--- config.mk ---
export PLATFORM = sky130hd
export DESIGN_NAME = fetch_stage
export DESIGN_NICKNAME = d
export VERILOG_FILES = /design/src/rtl/fetch_stage.sv
export SDC_FILE = /design/constraint.sdc
export NUM_CORES = 1
export LEC_CHECK = 0
export BUFFER_PORTS_ARGS = -buffer_cell sky130_fd_sc_hd__buf_2
export CAP_MARGIN = 20
export CORE_UTILIZATION = 43
export DETAILED_ROUTE_END_ITERATION = 10
export PLACE_DENSITY = 0.88
export SETUP_SLACK_MARGIN = 0.15
export SKIP_LAST_GASP = 1
export SYNTH_ARGS = -nofsm -noshare
export SYNTH_HDL_FRONTEND = slang
export SYNTH_SLANG_ARGS = --single-unit
export TNS_END_PERCENT = 10
--- constraint.sdc ---
create_clock -name clk -period 1.9 [get_ports clk]
set_clock_uncertainty 0.05 [all_clocks]
set_input_delay 0.38 -clock clk [delete_from_list [all_inputs] [get_ports clk]]
set_output_delay 0.38 -clock clk [all_outputs]
set_load 0.02 [all_outputs]
--- src/rtl/fetch_stage.sv ---
`default_nettype none
// +--------------------------------------------------------------------------+
// | fetch_stage : single-outstanding instruction fetch feeding the IQ, rev 1.0 |
// +--------------------------------------------------------------------------+
module fetch_stage #(
  parameter int unsigned     XLEN     = 32,
  parameter logic [XLEN-1:0] RESET_PC = 32'h1eceb000,
  parameter int unsigned     IQ_WIDTH = 2*XLEN
) (
  input  logic                clk,
  input  logic                rst,
  output logic [XLEN-1:0]     imem_addr,
  output logic [3:0]          imem_rmask,
  input  logic [XLEN-1:0]     imem_rdata,
  input  logic                imem_resp,
  output logic                iq_enq,
  output logic [IQ_WIDTH-1:0] iq_d_in,
  input  logic                iq_full,
  input  logic                redirect_valid,
  input  logic [XLEN-1:0]     redirect_pc,
  output logic                iq_flush,
  output logic [31:0]         fetch_count
);

  typedef enum logic [1:0] {
    S_IDLE = 2'd0,
    S_WAIT = 2'd1,
    S_DROP = 2'd2
  } state_t;

  state_t          state_q;
  logic [XLEN-1:0] pc_q;
  logic [31:0]     fetch_count_q;

  logic [XLEN-1:0] redir_pc;
  logic            req;
  logic            accept;

  assign redir_pc = redirect_pc & ~XLEN'(3);
  assign req      = !rst && (state_q == S_IDLE) && !redirect_valid && !iq_full;
  // A redirect in the response cycle squashes the word, so it never reaches the IQ.
  assign accept   = !rst && (state_q == S_WAIT) && imem_resp && !redirect_valid;

  assign imem_addr   = pc_q;
  assign imem_rmask  = req ? 4'hF : 4'h0;
  assign iq_enq      = accept;
  assign iq_d_in     = rst ? '0 : {pc_q, imem_rdata};
  assign iq_flush    = redirect_valid & ~rst;
  assign fetch_count = fetch_count_q;

  always_ff @(posedge clk) begin
    if (rst) begin
      state_q       <= S_IDLE;
      pc_q          <= RESET_PC;
      fetch_count_q <= '0;
    end else begin
      case (state_q)
        S_IDLE: begin
          if (redirect_valid) begin
            pc_q <= redir_pc;
          end else if (!iq_full) begin
            state_q <= S_WAIT;
          end
        end
        S_WAIT: begin
          if (imem_resp) begin
            state_q <= S_IDLE;
            if (redirect_valid) begin
              pc_q <= redir_pc;
            end else begin
              pc_q          <= pc_q + XLEN'(4);
              fetch_count_q <= fetch_count_q + 32'd1;
            end
          end else if (redirect_valid) begin
            pc_q    <= redir_pc;
            state_q <= S_DROP;
          end
        end
        S_DROP: begin
          // The squashed fetch still owes a response; no new request until it lands.
          if (redirect_valid) begin
            pc_q <= redir_pc;
          end
          if (imem_resp) begin
            state_q <= S_IDLE;
          end
        end
        default: state_q <= S_IDLE;
      endcase
    end
  end

endmodule
`default_nettype wire

==> results.toml <==
[pwr]
switching_share_pct = 33.3
p_per_area_nw_per_um2 = 570
clockPowerShare_pct = 36.3
pwr-share-comb_pct = 22.2
p_leak_nw = 2.90
vdd_drop_max_v = 0.000317
finalPower_w = 0.00358
p_seq_share_pct = 41.5
internal_power_w = 0.00239
switching_power_w = 0.00119

[setup_path]
path_class = "reg2reg"
cp_data_required_time_ps = 2080
cp_num_buf_inv = 1
crit_slowest_cell = "a2111oi_0"
start_kind = "flip-flop"
worstSetupPathDepth = 5
critical-path-top-delay-family = "compound AO/OA/AOI/OAI gates"
slowest_delay_ps = 490
crit_chain = "buf_6 > nand2_1 > o21ai_0 > a2111oi_0 > o311ai_1"
r2r_cells = 5
cp_max_fo = 10
cp.arrival_ps = 2020
end_kind = "flip-flop"

[synth]
netlist_area_um2 = 4340
synthCells = 571
synthArstFlopShare_pct = 0
syn_avg_cell_area_um2 = 7.60
yosys-top-cells-area = "dfxtp_1 (30%), nor2b_1 (9.8%), nor2_1 (6.0%), xnor2_1 (3.4%), a21oi_1 (3.2%)"
synth-seq-cells = 66
synth_nets = 642
yosysWarnings = 0
synth_edf_count = 0
synth_top_cell_by_area = "dfxtp_1"
synth_cell_types = 68
ys_seq_area_share_pct = 30.4
synth_top_area_share_pct = 30.4
synthFlopType = "dfxtp_1"

[place]
portBuffers = 200
dp_slack_ps = -65.6
placedCellCount = 925
dp_hpwl_mm = 10.8
gp_congestion = 0.941

[finish]
drive_above_1_share_pct = 41.0
nets = 885
final_util_pct = 64.3
area_growth_syn_to_layout_pct = 44.9
final_cells = 953

[global_routing]
grt.total_usage_pct = 26.9
grt_use_met2_pct = 44.7
grt.overflow.total = 0
first_global_vias = 4531
use_met3_pct = 4.45
grt_pass1_wl_mm = 22.0
grt_util_met1_pct = 33.6
busiest_layer = "met2"
grt_max_degree = 70
antenna_found_initial = 0

[detailed_routing]
first_pass_iters = 7
wl_per_cell_um = 15.9
viasPerCell = 5.65
vias = 5382
wirelength_mm = 15.2
ant_nets = 0
drtIter0Drc = 452
drc = 0

[sta]
rsz0062_at_grt = "yes"
fin_ws_ps = 67.5
tightest_slew_ps = 420
fmax_ghz = 0.546
holdWs_ps = 166
drv_slew = 0
setup_viol = 0
fin_crit_ps = 1830
relSlewSlack_pct = 71.3
hold_viol = 0
period_share_pct = 96.4

[cts]
cts_buffers = 9
htreeDepth = 3
clockBufferDepth = 2
tritoncts = "yes"
clock_latency_ps = 370
hold_buffers = 0
cts_sinks = 66
path_clk_slew_ps = 90
cts_root_buf = "clkbuf_8"

[die]
die_h_um = 102
die_w_um = 102
io_pins = 203
start_util_pct = 44.4
rows = 36
dieArea_um2 = 10500
core-area_um2 = 9770

[hold_path]
hold_path_depth = 3
hp-class = "in2reg"

[status]
outcome = "complete, no violations"

[run]
maxCapViolCount = 0
[cell families (layout without fill, tap and decap cells)]
group | after synthesis | after routing | share of synthesized area [%]
compound gates | 107 | 107 | 16.1
xor+xnor | 25 | 25 | 5.04
fa+ha+maj | 2 | 2 | 0.576
buf+inv | 55 | 303 | 5.68
flops | 66 | 66 | 30.4
mux | 10 | 10 | 2.36
other cells | 0 | 1 | 0
simple gates | 306 | 306 | 39.8
[metal layers]
| metal | wire (um) | up-vias |
|---|---|---|
| li1 | - | 2526 |
| met1 | 5990 | 2471 |
| met2 | 7240 | 327 |
| met3 | 1350 | 58 |
| met4 | 588 | 0 |
| met5 | 0 | - |
[final cells by class]
class                   count  area [um2]
multi-input cells         450        2870
clock inverters             7        83.8
inverters                   9        33.8
diodes                      1        2.50
flip-flops and latches     66        1340
well taps                 133         166
clock buffers               9         124
fillers                   787        3490
repair buffers            278        1670
[worst paths after layout]
check,start,endpoint,slack [ps]
worst max register to register,state_q[0]$_SDFFE_PP0P_,imem_addr[28]$_SDFFE_PP1P_,70
worst max-delay path,state_q[0]$_SDFFE_PP0P_,imem_addr[28]$_SDFFE_PP1P_,70
worst min register to register,fetch_count[1]$_SDFFE_PP0P_,fetch_count[1]$_SDFFE_PP0P_,440
worst min-delay path,redirect_pc[23],imem_addr[23]$_SDFFE_PP1P_,170
[power groups by stage]
stage / clock network (W) / registers, W / logic (W)
floorplan: 0 / 0.00157 / 0.000390
global placement: 0 / 0.00152 / 0.000747
detailed placement: 0 / 0.00152 / 0.000756
CTS: 0.00130 / 0.00148 / 0.000774
global route: 0.00137 / 0.00150 / 0.000855
finish: 0.00130 / 0.00149 / 0.000795
[registers in the layout (all words and copies together) (netlist names)]
register / cells
state_q: 2
imem_addr: 32
fetch_count: 32
[worst reg2reg max path, delay by kind of cell, from the launching register on]
family / cells / cell delay (ps)
flip-flops: 1 / 380
AO/OA/AOI/OAI: 3 / 850
AND/OR/NAND/NOR: 1 / 300
buffers and inverters: 1 / 130
[timing repair]
action / CTS / global route
pin swaps: 5 / 7
resized for setup: 23 / 14
gates cloned: 0 / 1
endpoints found under the hold margin: 0 / 0
setup buffers: 3 / 7
setup endpoints to repair: 27 / 37
[synthesized netlist by cell type, types with 6 or more instances]
cell       n
nand2_1   37
nor2b_1   68
nand4_1   21
nor3_1    13
mux2i_1    8
nor2_1    69
xnor2_1   17
nand3_1   26
o21ai_0   23
nor4_1    11
a211oi_1   7
or3_1      7
inv_1      9
xor2_1     8
a21oi_1   28
and3_1    13
dfxtp_1   66
clkbuf_1  31
a31oi_1    6
and4_1    11
[through the flow]
| step | TNS, ps | area, um2 |
|---|---|---|
| after detailed placement | -85.3 | 5860 |
| after global placement | -20.1 | 5860 |
| after floorplan | -223 | 4380 |
| final | 0 | 6290 |
| after CTS | 0 | 6160 |
| after global routing | -69.2 | 6290 |
[cell usage in the layout (no fill, tap or decap), types with 7 or more instances in the layout]
cell      instances
a211oi_1          7
a21oi_1          28
and3_1           13
and4_1           10
buf_2           194
buf_4            74
clkbuf_8          9
dfxtp_1          54
dfxtp_2           9
inv_1             9
mux2i_1           8
nand2_1          36
nand3_1          26
nand4_1          21
nor2_1           61
nor2_2            7
nor2b_1          66
nor3_1           13
nor4_1            9
o21ai_0          23
xnor2_1          17
xor2_1            8
(Power assumes the default switching activity.)
